### src/rtl/video_timing_gen.sv
// ---------------------------------------------------------------------------
// video_timing_gen
//
// Raster timing generator.  A divider on CLK_VIDEO produces a one-cycle
// pixel enable every CE_DIV cycles.  The pixel and line counters and the
// sync/blank flags advance on the edge that raises ce_pix, so every pixel's
// values are stable for the whole time ce_pix is high.
//
// Optional feature: define VIDEO_TIMING_FRAME_CNT_EN to build the 16-bit
// frame counter.  Without it, frame_cnt is tied to zero.
//
// Ports
//   CLK_VIDEO    in   1   video clock, the only clock
//   RESET_N      in   1   asynchronous active-low reset
//   run          in   1   1 = generate timing, 0 = hold idle
//   ce_pix       out  1   pixel clock enable, one CLK_VIDEO cycle wide
//   HSync        out  1   horizontal sync, positive-true
//   VSync        out  1   vertical sync, positive-true
//   HBlank       out  1   horizontal blank, positive-true
//   VBlank       out  1   vertical blank, positive-true
//   hcnt         out  12  current pixel within the line
//   vcnt         out  12  current line within the frame
//   frame_start  out  1   high for the pixel at hcnt=0, vcnt=0
//   frame_cnt    out  16  frame counter (zero unless the macro is defined)
// ---------------------------------------------------------------------------
module video_timing_gen #(
  parameter int H_ACTIVE = 720,
  parameter int H_FP     = 12,
  parameter int H_SYNC   = 64,
  parameter int H_BP     = 68,
  parameter int V_ACTIVE = 576,
  parameter int V_FP     = 5,
  parameter int V_SYNC   = 5,
  parameter int V_BP     = 39,
  parameter int CE_DIV   = 2
) (
  input  logic        CLK_VIDEO,
  input  logic        RESET_N,
  input  logic        run,
  output logic        ce_pix,
  output logic        HSync,
  output logic        VSync,
  output logic        HBlank,
  output logic        VBlank,
  output logic [11:0] hcnt,
  output logic [11:0] vcnt,
  output logic        frame_start,
  output logic [15:0] frame_cnt
);

  // All raster boundaries are fixed at elaboration; the datapath only
  // increments counters and compares against these constants.
  localparam int H_TOTAL = H_ACTIVE + H_FP + H_SYNC + H_BP;
  localparam int V_TOTAL = V_ACTIVE + V_FP + V_SYNC + V_BP;

  localparam logic [11:0] H_LAST      = 12'(H_TOTAL - 1);
  localparam logic [11:0] H_BLANK_BEG = 12'(H_ACTIVE);
  localparam logic [11:0] H_SYNC_BEG  = 12'(H_ACTIVE + H_FP);
  localparam logic [11:0] H_SYNC_END  = 12'(H_ACTIVE + H_FP + H_SYNC);

  localparam logic [11:0] V_LAST      = 12'(V_TOTAL - 1);
  localparam logic [11:0] V_BLANK_BEG = 12'(V_ACTIVE);
  localparam logic [11:0] V_SYNC_BEG  = 12'(V_ACTIVE + V_FP);
  localparam logic [11:0] V_SYNC_END  = 12'(V_ACTIVE + V_FP + V_SYNC);

  localparam int              DIV_W    = (CE_DIV > 1) ? $clog2(CE_DIV) : 1;
  localparam logic [DIV_W-1:0] DIV_LAST = DIV_W'(CE_DIV - 1);
  localparam logic [DIV_W-1:0] DIV_ONE  = DIV_W'(1);

  // ST_IDLE: no pixel presented yet since run rose, so the first pixel
  // enable presents the raster origin instead of advancing from it.
  typedef enum logic {
    ST_IDLE,
    ST_ACTIVE
  } state_t;

  state_t           state_q;
  state_t           state_d;
  logic [DIV_W-1:0] div_q;
  logic             ce_tick;
  logic [11:0]      h_next;
  logic [11:0]      v_next;
  logic             origin_next;

  // State register.
  always_ff @(posedge CLK_VIDEO or negedge RESET_N) begin
    if (!RESET_N) begin
      state_q <= ST_IDLE;
    end else begin
      state_q <= state_d;
    end
  end

  // Next-state logic and the position the next pixel enable will present.
  always_comb begin
    state_d     = state_q;
    ce_tick     = 1'b0;
    h_next      = '0;
    v_next      = '0;
    origin_next = 1'b0;

    if (run && (div_q == DIV_LAST)) begin
      ce_tick = 1'b1;
    end

    if (!run) begin
      state_d = ST_IDLE;
    end else if (ce_tick) begin
      state_d = ST_ACTIVE;
    end

    if (state_q == ST_ACTIVE) begin
      if (hcnt == H_LAST) begin
        h_next = '0;
        v_next = (vcnt == V_LAST) ? 12'd0 : vcnt + 12'd1;
      end else begin
        h_next = hcnt + 12'd1;
        v_next = vcnt;
      end
    end

    origin_next = (h_next == 12'd0) && (v_next == 12'd0);
  end

  // Divider, pixel enable and raster outputs.  Dropping run returns
  // everything to the idle raster on the very next edge, even mid-line.
  always_ff @(posedge CLK_VIDEO or negedge RESET_N) begin
    if (!RESET_N) begin
      div_q       <= '0;
      ce_pix      <= 1'b0;
      hcnt        <= '0;
      vcnt        <= '0;
      HSync       <= 1'b0;
      VSync       <= 1'b0;
      HBlank      <= 1'b1;
      VBlank      <= 1'b1;
      frame_start <= 1'b0;
    end else if (!run) begin
      div_q       <= '0;
      ce_pix      <= 1'b0;
      hcnt        <= '0;
      vcnt        <= '0;
      HSync       <= 1'b0;
      VSync       <= 1'b0;
      HBlank      <= 1'b1;
      VBlank      <= 1'b1;
      frame_start <= 1'b0;
    end else begin
      ce_pix <= ce_tick;
      if (ce_tick) begin
        div_q       <= '0;
        hcnt        <= h_next;
        vcnt        <= v_next;
        HBlank      <= (h_next >= H_BLANK_BEG);
        VBlank      <= (v_next >= V_BLANK_BEG);
        HSync       <= (h_next >= H_SYNC_BEG) && (h_next < H_SYNC_END);
        VSync       <= (v_next >= V_SYNC_BEG) && (v_next < V_SYNC_END);
        frame_start <= origin_next;
      end else begin
        div_q <= div_q + DIV_ONE;
      end
    end
  end

`ifdef VIDEO_TIMING_FRAME_CNT_EN
  logic [15:0] frame_cnt_q;

  // Counts frame_start pulses; it steps on the same edge that raises
  // frame_start and holds its value while run is low.
  always_ff @(posedge CLK_VIDEO or negedge RESET_N) begin
    if (!RESET_N) begin
      frame_cnt_q <= '0;
    end else if (ce_tick && origin_next) begin
      frame_cnt_q <= frame_cnt_q + 16'd1;
    end
  end

  assign frame_cnt = frame_cnt_q;
`else
  assign frame_cnt = '0;
`endif

endmodule

### config.mk
export PLATFORM = sky130hd
export DESIGN_NAME = video_timing_gen
export DESIGN_NICKNAME = d
export VERILOG_FILES = /design/src/rtl/video_timing_gen.sv
export SDC_FILE = /design/constraint.sdc
export NUM_CORES = 1
export LEC_CHECK = 0
export BUFFER_PORTS_ARGS = -buffer_cell sky130_fd_sc_hd__buf_2
export CORE_ASPECT_RATIO = 0.9
export CORE_MARGIN = 10
export CORE_UTILIZATION = 57
export CTS_CLUSTER_DIAMETER = 60
export DETAILED_ROUTE_END_ITERATION = 10
export PLACE_DENSITY_LB_ADDON = 0.12
export SYNTH_ARGS = -nofsm -noshare
export SYNTH_HDL_FRONTEND = slang
export SYNTH_SLANG_ARGS = --single-unit
export TNS_END_PERCENT = 10
### constraint.sdc
create_clock -name CLK_VIDEO -period 4.1 [get_ports CLK_VIDEO]
set_input_delay 0.41 -clock CLK_VIDEO [delete_from_list [all_inputs] [get_ports CLK_VIDEO]]
set_output_delay 0.41 -clock CLK_VIDEO [all_outputs]
set_load 0.01 [all_outputs]
==> results of run 1 <==
## routing by layer
layer | global-route usage [%] | routed length (um)
met2 | 23.35 | 2418
met1 | 25.03 | 3109
met3 | 4.795 | 524
met5 | 0 | 0
met4 | 4.127 | 51
## critical path, delay by kind of cell, from the launching register on
| kind | cells | cell delay (ns) |
|---|---|---|
| adders and majority gates | 1 | 0.36 |
| and+or+nand+nor | 4 | 1.42 |
| AOI/OAI and AO/OA | 2 | 0.40 |
| muxes | 1 | 0.15 |
| DFF | 1 | 0.45 |
## power by group through the flow
| stage | clock, uW | combinational (uW) | sequential [uW] |
|---|---|---|---|
| after floorplan | 0 | 44.5 | 335 |
| after global placement | 0 | 53.6 | 336 |
| after detailed placement | 0 | 53.2 | 336 |
| after CTS | 227 | 53.5 | 330 |
| after global routing | 244 | 60.6 | 331 |
| final | 223 | 53.7 | 331 |
## final timing paths
check                                 to  slack (ns)  depth (start not counted)
worst min-delay path            hcnt[10]        0.16                          1
min in group CLK_VIDEO           state_q        0.50                          2
worst max register to register     VSync        1.24                          8
worst min register to register     HSync        0.51                          2
worst max-delay path               VSync        1.24                          8
max in group asynchronous        vcnt[4]        3.51                          1
## cell type report
cell class / count / area share [%]
clock buffers: 6 / 2.792
well taps: 48 / 2.311
flip-flops and latches: 32 / 30.91
repair buffers: 33 / 6.452
inverters: 9 / 1.300
multi-input cells: 229 / 56.04
clock inverters: 1 / 0.1926
## Yosys cell counts (3+ instances only)
cell      instances
nand3_1          16
and4_1            3
o31ai_1           4
mux2i_1           3
o21ai_0          24
buf_6             3
nor2b_1           7
xor2_1            3
a31oi_1           3
ha_1              3
nor2_1           12
nand4_1           5
and3_1            8
and2_1            4
buf_4            18
nor3_1            9
nand2_1          24
a21oi_1          16
inv_1             9
a41oi_1           3
o21ai_1           3
o21a_1            6
clkbuf_1          5
buf_2             4
xnor2_1           6
a21boi_0          3
nand2b_1          5
nor4_1            5
dfrtp_1          30
## metrics by stage
stage          hold slack, ns  cell area, um^2  cells
2_1_floorplan          0.1144             2505    301
3_3_place_gp           0.4796             2521    351
3_5_place_dp           0.4845             2521    351
4_1_cts                0.1964             2599    358
5_1_grt                0.2240             2599    358
6_report               0.1589             2599    358
## cells by family after synthesis
family          after synthesis  synth area share (%)
buf+inv                      40                 10.02
fa+ha+maj                     3                 1.533
compound gates               78                 21.10
mux                           5                 2.146
flops                        32                 32.81
xor+xnor                      9                 3.219
other cells                   1                0.1531
simple gates                118                 29.02
==> key figures, run 1 <==
Run status
  • Status: completed

Final layout
  • Commonest non-fill, non-tap cell in the layout: buf_2
  • Fraction of layout instances using a drive strength above 1: 19.68%
  • Final core area utilization: 63.36%
  • FF/Latch Area: 803.3 um^2
  • Biggest regs: hcnt (12), vcnt (12)
  • Multi-input gate area: 0.001456 mm^2
  • Ant diodes: 0
  • Number of nets in the layout: 316
  • Area Growth Syn to Fin: 6.132%
  • Number of fill cells in the layout: 370
  • Commonest cells after routing, fill and taps aside: buf_2, dfrtp_1, nand2_1, o21ai_0

STA
  • Tcrit/Tclk final: 69.73%
  • Final worst slack: 1.241 ns
  • RSZ-0062 raised after global routing: false
  • Worst rel slew slack: 50.82%
  • Fmax: 0.3498 GHz
  • Final Hold Vio Count: 0
  • Final setup viols: 0
  • Min Tclk post-route: 2.859 ns
  • Worst Max-Slew Pin Slew: 0.7377 ns
  • Clk_skew: 0.005402 ns
  • Slew Limit Fails: 0
  • Setup TNS Final: 0 ns

Clock tree
  • CTS tree: done
  • Clk slew on worst S/H paths: 0.06 ns
  • Hold-fix buffers at CTS: 0
  • Max clock buf depth: 2
  • Setup Buffers After CTS: 0
  • Worst skew pair latency: 0.28 ns
  • Post_cts resized: 0
  • CTS Root Cell: clkbuf_8
  • H-tree levels: 2
  • Clk sink count: 32
  • CTS Buf Count: 5

Routing
  • # DRC: 0
  • Routed WL: 6.103 mm
  • WL/cell: 17.05 um
  • Vias: 2,188
  • Initial DRC Count: 173
  • DR pass1 iterations: 4
  • Number of vias per cell: 6.112
  • Antenna Nets Post-Route: 0

Pwr
  • Internal power: 451.8 uW
  • Pwr dens: 233.8 mW/mm^2
  • Clock power share: 36.8%
  • Pwr Total: 607.6 uW
  • Max IR drop VDD: 0.2076 mV
  • Flop pwr share: 54.4%
  • Leak: 0.001117 uW
  • Sw power: 155.8 uW
  • Logic pwr share: 8.8%
  • Sw Share: 25.64%

Yosys
  • Post-synth top area share: 30.66%
  • Synth async-reset ratio: 100.0%
  • Post-synth EDFFs: 0
  • Synthesized cell area: 0.002449 mm^2
  • Distinct cells, synth: 61
  • Area contributors post-synth: dfrtp_1, buf_4, o21ai_0
  • Sequential element share of the synthesized area: 32.81%
  • Synth area leader: dfrtp_1
  • Synth Instances: 286
  • Yosys warns: 0
  • Seq cells post-synth: 32
  • Syn avg cell area: 8.562 um^2
  • Synth Flop Type: dfrtp_1

Floorplan
  • Core Area: 0.004101 mm^2
  • Initial core utilization: 59.70%
  • IO Pins: 49
  • Die Y: 82.18 um
  • Row count: 22
  • Die area: 0.007321 mm^2
  • Die Wd: 89.09 um

Worst setup path
  • Critical path class: flop to flop
  • CP max stage cell: or3_1
  • Worst Path Arrival: 3.07 ns
  • CP peak stage delay: 0.51 ns
  • CP max FO: 21
  • Critical path cell sequence: ha_1, and4_4, nand4_2, or3_1, a21oi_1, and3_1, mux2_2, a32o_1
  • FF-to-FF Start: hcnt[0]
  • CP startpoint: hcnt[0]
  • Critical Path Source Type: flop
  • WP data required: 4.32 ns
  • Crit end category: flop

Placed design
  • Placer congestion estimate: 0.9064
  • # port buffers: 32
  • Post-Place Setup Slack: 1.342 ns
  • Post-DP HPWL: 4.584 mm

GRT
  • GRT Total Usage: 16.90%
  • First-pass GRT wire length: 9.818 mm
  • Vias in the first global route: 1,923
  • Gr ovfl total: 0
  • Initial antenna violation count: 0
  • Pin count of the biggest net entering global routing: 33

Flow run
  • MaxCap Viol Count: 0

Hold path
  • Min-Delay Path Class: input port to async pin
Note: power is estimated with default switching activity, not from simulation.
==> inputs of run 2 (changes only) <==
--- a/config.mk
+++ b/config.mk
@@ -8,7 +8,7 @@
 export BUFFER_PORTS_ARGS = -buffer_cell sky130_fd_sc_hd__buf_2
 export CORE_ASPECT_RATIO = 0.9
 export CORE_MARGIN = 10
-export CORE_UTILIZATION = 57
+export CORE_UTILIZATION = 50
 export CTS_CLUSTER_DIAMETER = 60
 export DETAILED_ROUTE_END_ITERATION = 10
 export PLACE_DENSITY_LB_ADDON = 0.12
==> constraint.sdc (replaced) <==
create_clock -name CLK_VIDEO -period 2.5 [get_ports CLK_VIDEO]
set_input_delay 0.25 -clock CLK_VIDEO [delete_from_list [all_inputs] [get_ports CLK_VIDEO]]
set_output_delay 0.25 -clock CLK_VIDEO [all_outputs]
set_load 0.01 [all_outputs]
==> key figures, run 2 (same netlist as run 1, synthesis figures left out) <==
Pwr
  • Leak: 0.001224 uW
  • Max IR drop VDD: 0.2366 mV
  • Pwr dens: 409.1 mW/mm^2

GRT
  • Gr ovfl total: 0
  • GR peak layer: met2
  • Met3 global-route usage: 3.976%
  • Vias in the first global route: 2,242
  • Pin count of the biggest net entering global routing: 33
  • GRT Total Usage: 16.92%
  • Initial antenna violation count: 0
  • First-pass GRT wire length: 11.10 mm
  • Met1 GRT Util: 19.35%
  • Met2 Usage GRT: 29.32%

Worst setup path
  • Critical Path Source Type: flop
  • Worst Path Arrival: 2.56 ns
  • Crit end category: flop
  • CP max FO: 8
  • R2R depth: 9
  • WP data required: 2.68 ns
  • Critical path class: flop to flop

Clock tree
  • Max clock buf depth: 2
  • CTS Buf Count: 5
  • H-tree levels: 2
  • CTS tree: done
  • Clk slew on worst S/H paths: 0.08 ns
  • Clk sink count: 32
  • Worst skew pair latency: 0.29 ns
  • CTS Root Cell: clkbuf_8

Routing
  • Initial DRC Count: 111
  • Number of vias per cell: 5.780
  • WL/cell: 17.36 um
  • Antenna Nets Post-Route: 0
  • Vias: 2,283
  • DR pass1 iterations: 4
  • Routed WL: 6.858 mm
  • # DRC: 0

STA
  • Tcrit/Tclk final: 95.41%
  • Fmax: 0.4192 GHz
  • Clk_skew: 0.007320 ns
  • Setup TNS Final: 0 ns
  • Min Tclk post-route: 2.385 ns
  • Slew Limit Fails: 0
  • Final worst slack: 0.1147 ns
  • Worst Max-Slew Pin Slew: 0.7363 ns
  • RSZ-0062 raised after global routing: false
  • Final setup viols: 0
  • Final Hold Vio Count: 0
  • Worst rel slew slack: 50.92%

Final layout
  • Fraction of layout instances using a drive strength above 1: 25.76%
  • Finished layout cell area: 0.002800 mm^2
  • Number of fill cells in the layout: 443
  • Commonest non-fill, non-tap cell in the layout: buf_2
  • Ant diodes: 0
  • Area Growth Syn to Fin: 14.36%
  • Biggest regs: hcnt (12), vcnt (12)
  • Non-filler cells, final: 395
  • Commonest cells after routing, fill and taps aside: buf_2, dfrtp_1, nand2_1, o21ai_0, buf_4
  • Number of nets in the layout: 335

Run status
  • Status: completed

Flow run
  • MaxCap Viol Count: 0

Placed design
  • Placer congestion estimate: 0.9174
  • Placed Area: 0.002678 mm^2
  • # port buffers: 32
  • Post-DP HPWL: 5.153 mm
  • Post-Place Setup Slack: 0.1404 ns
  • Cells after DPL: 386

Hold path
  • Min-Delay Path Class: input port to async pin

Floorplan
  • Die area: 0.008100 mm^2
  • Die Y: 86.39 um
  • IO Pins: 49
  • Core Area: 0.004805 mm^2
  • Die Wd: 93.77 um
  • Initial core utilization: 50.96%
  • Row count: 24
run 2: layer usage:
metal	up-vias	share of wire, %
li1	1101	-
met2	81	49
met4	0	2.9
met1	1082	41
met5	-	0
met3	19	6.2
run 2: where the power goes:
part	total, uW	leakage (uW)	switching [uW]	internal (uW)
registers	537	0.000434	8.33	529
clock network	507	0.0000541	212	295
logic	101	0.000735	73.6	27.4
total	1150	0.00122	294	851
run 2: timing repair:
item | 4_1_cts | 5_1_grt
hold buffers | 0 | 0
buffers inserted | 0 | 1
gates resized for setup | 0 | 3
endpoints found under the setup margin | 0 | 3
run 2: final timing paths:
path	from	to	slack, ns
min	RESET_N	vcnt[4]	0.01
min reg2reg	HSync	HSync	0.50
max reg2reg	vcnt[0]	VSync	0.11
max in group asynchronous	RESET_N	vcnt[0]	1.97
max	vcnt[0]	VSync	0.11
min in group CLK_VIDEO	run	state_q	0.43
run 2: through the flow:
step	hold WS [ns]	total power [uW]	util, %
finish	0.01239	1146	58.28
floorplan	-0.04559	622.2	-
detailed placement	0.3598	647.9	55.73
global route	0.06302	1192	58.28
CTS	0.04459	1159	58.05
global placement	0.3495	647.3	55.73
run 2: worst max-delay path, cell delays in order, from the launching register on:
cell      delay, ns
dfrtp_2        0.47
inv_2          0.10
ha_1           0.15
nor4b_4        0.25
nand3_2        0.18
buf_4          0.18
a41oi_2        0.19
nand2b_1       0.15
mux2_2         0.35
a32o_1         0.25
run 2: area by class of cell:
class | count | area, um^2 | share of cell area [%]
multi-input cells | 229 | 1459 | 52.10
flip-flops and latches | 32 | 804.5 | 28.73
repair buffers | 52 | 310.3 | 11.08
well taps | 65 | 81.33 | 2.904
clock buffers | 5 | 68.82 | 2.458
clock inverters | 3 | 42.54 | 1.519
inverters | 9 | 33.78 | 1.206
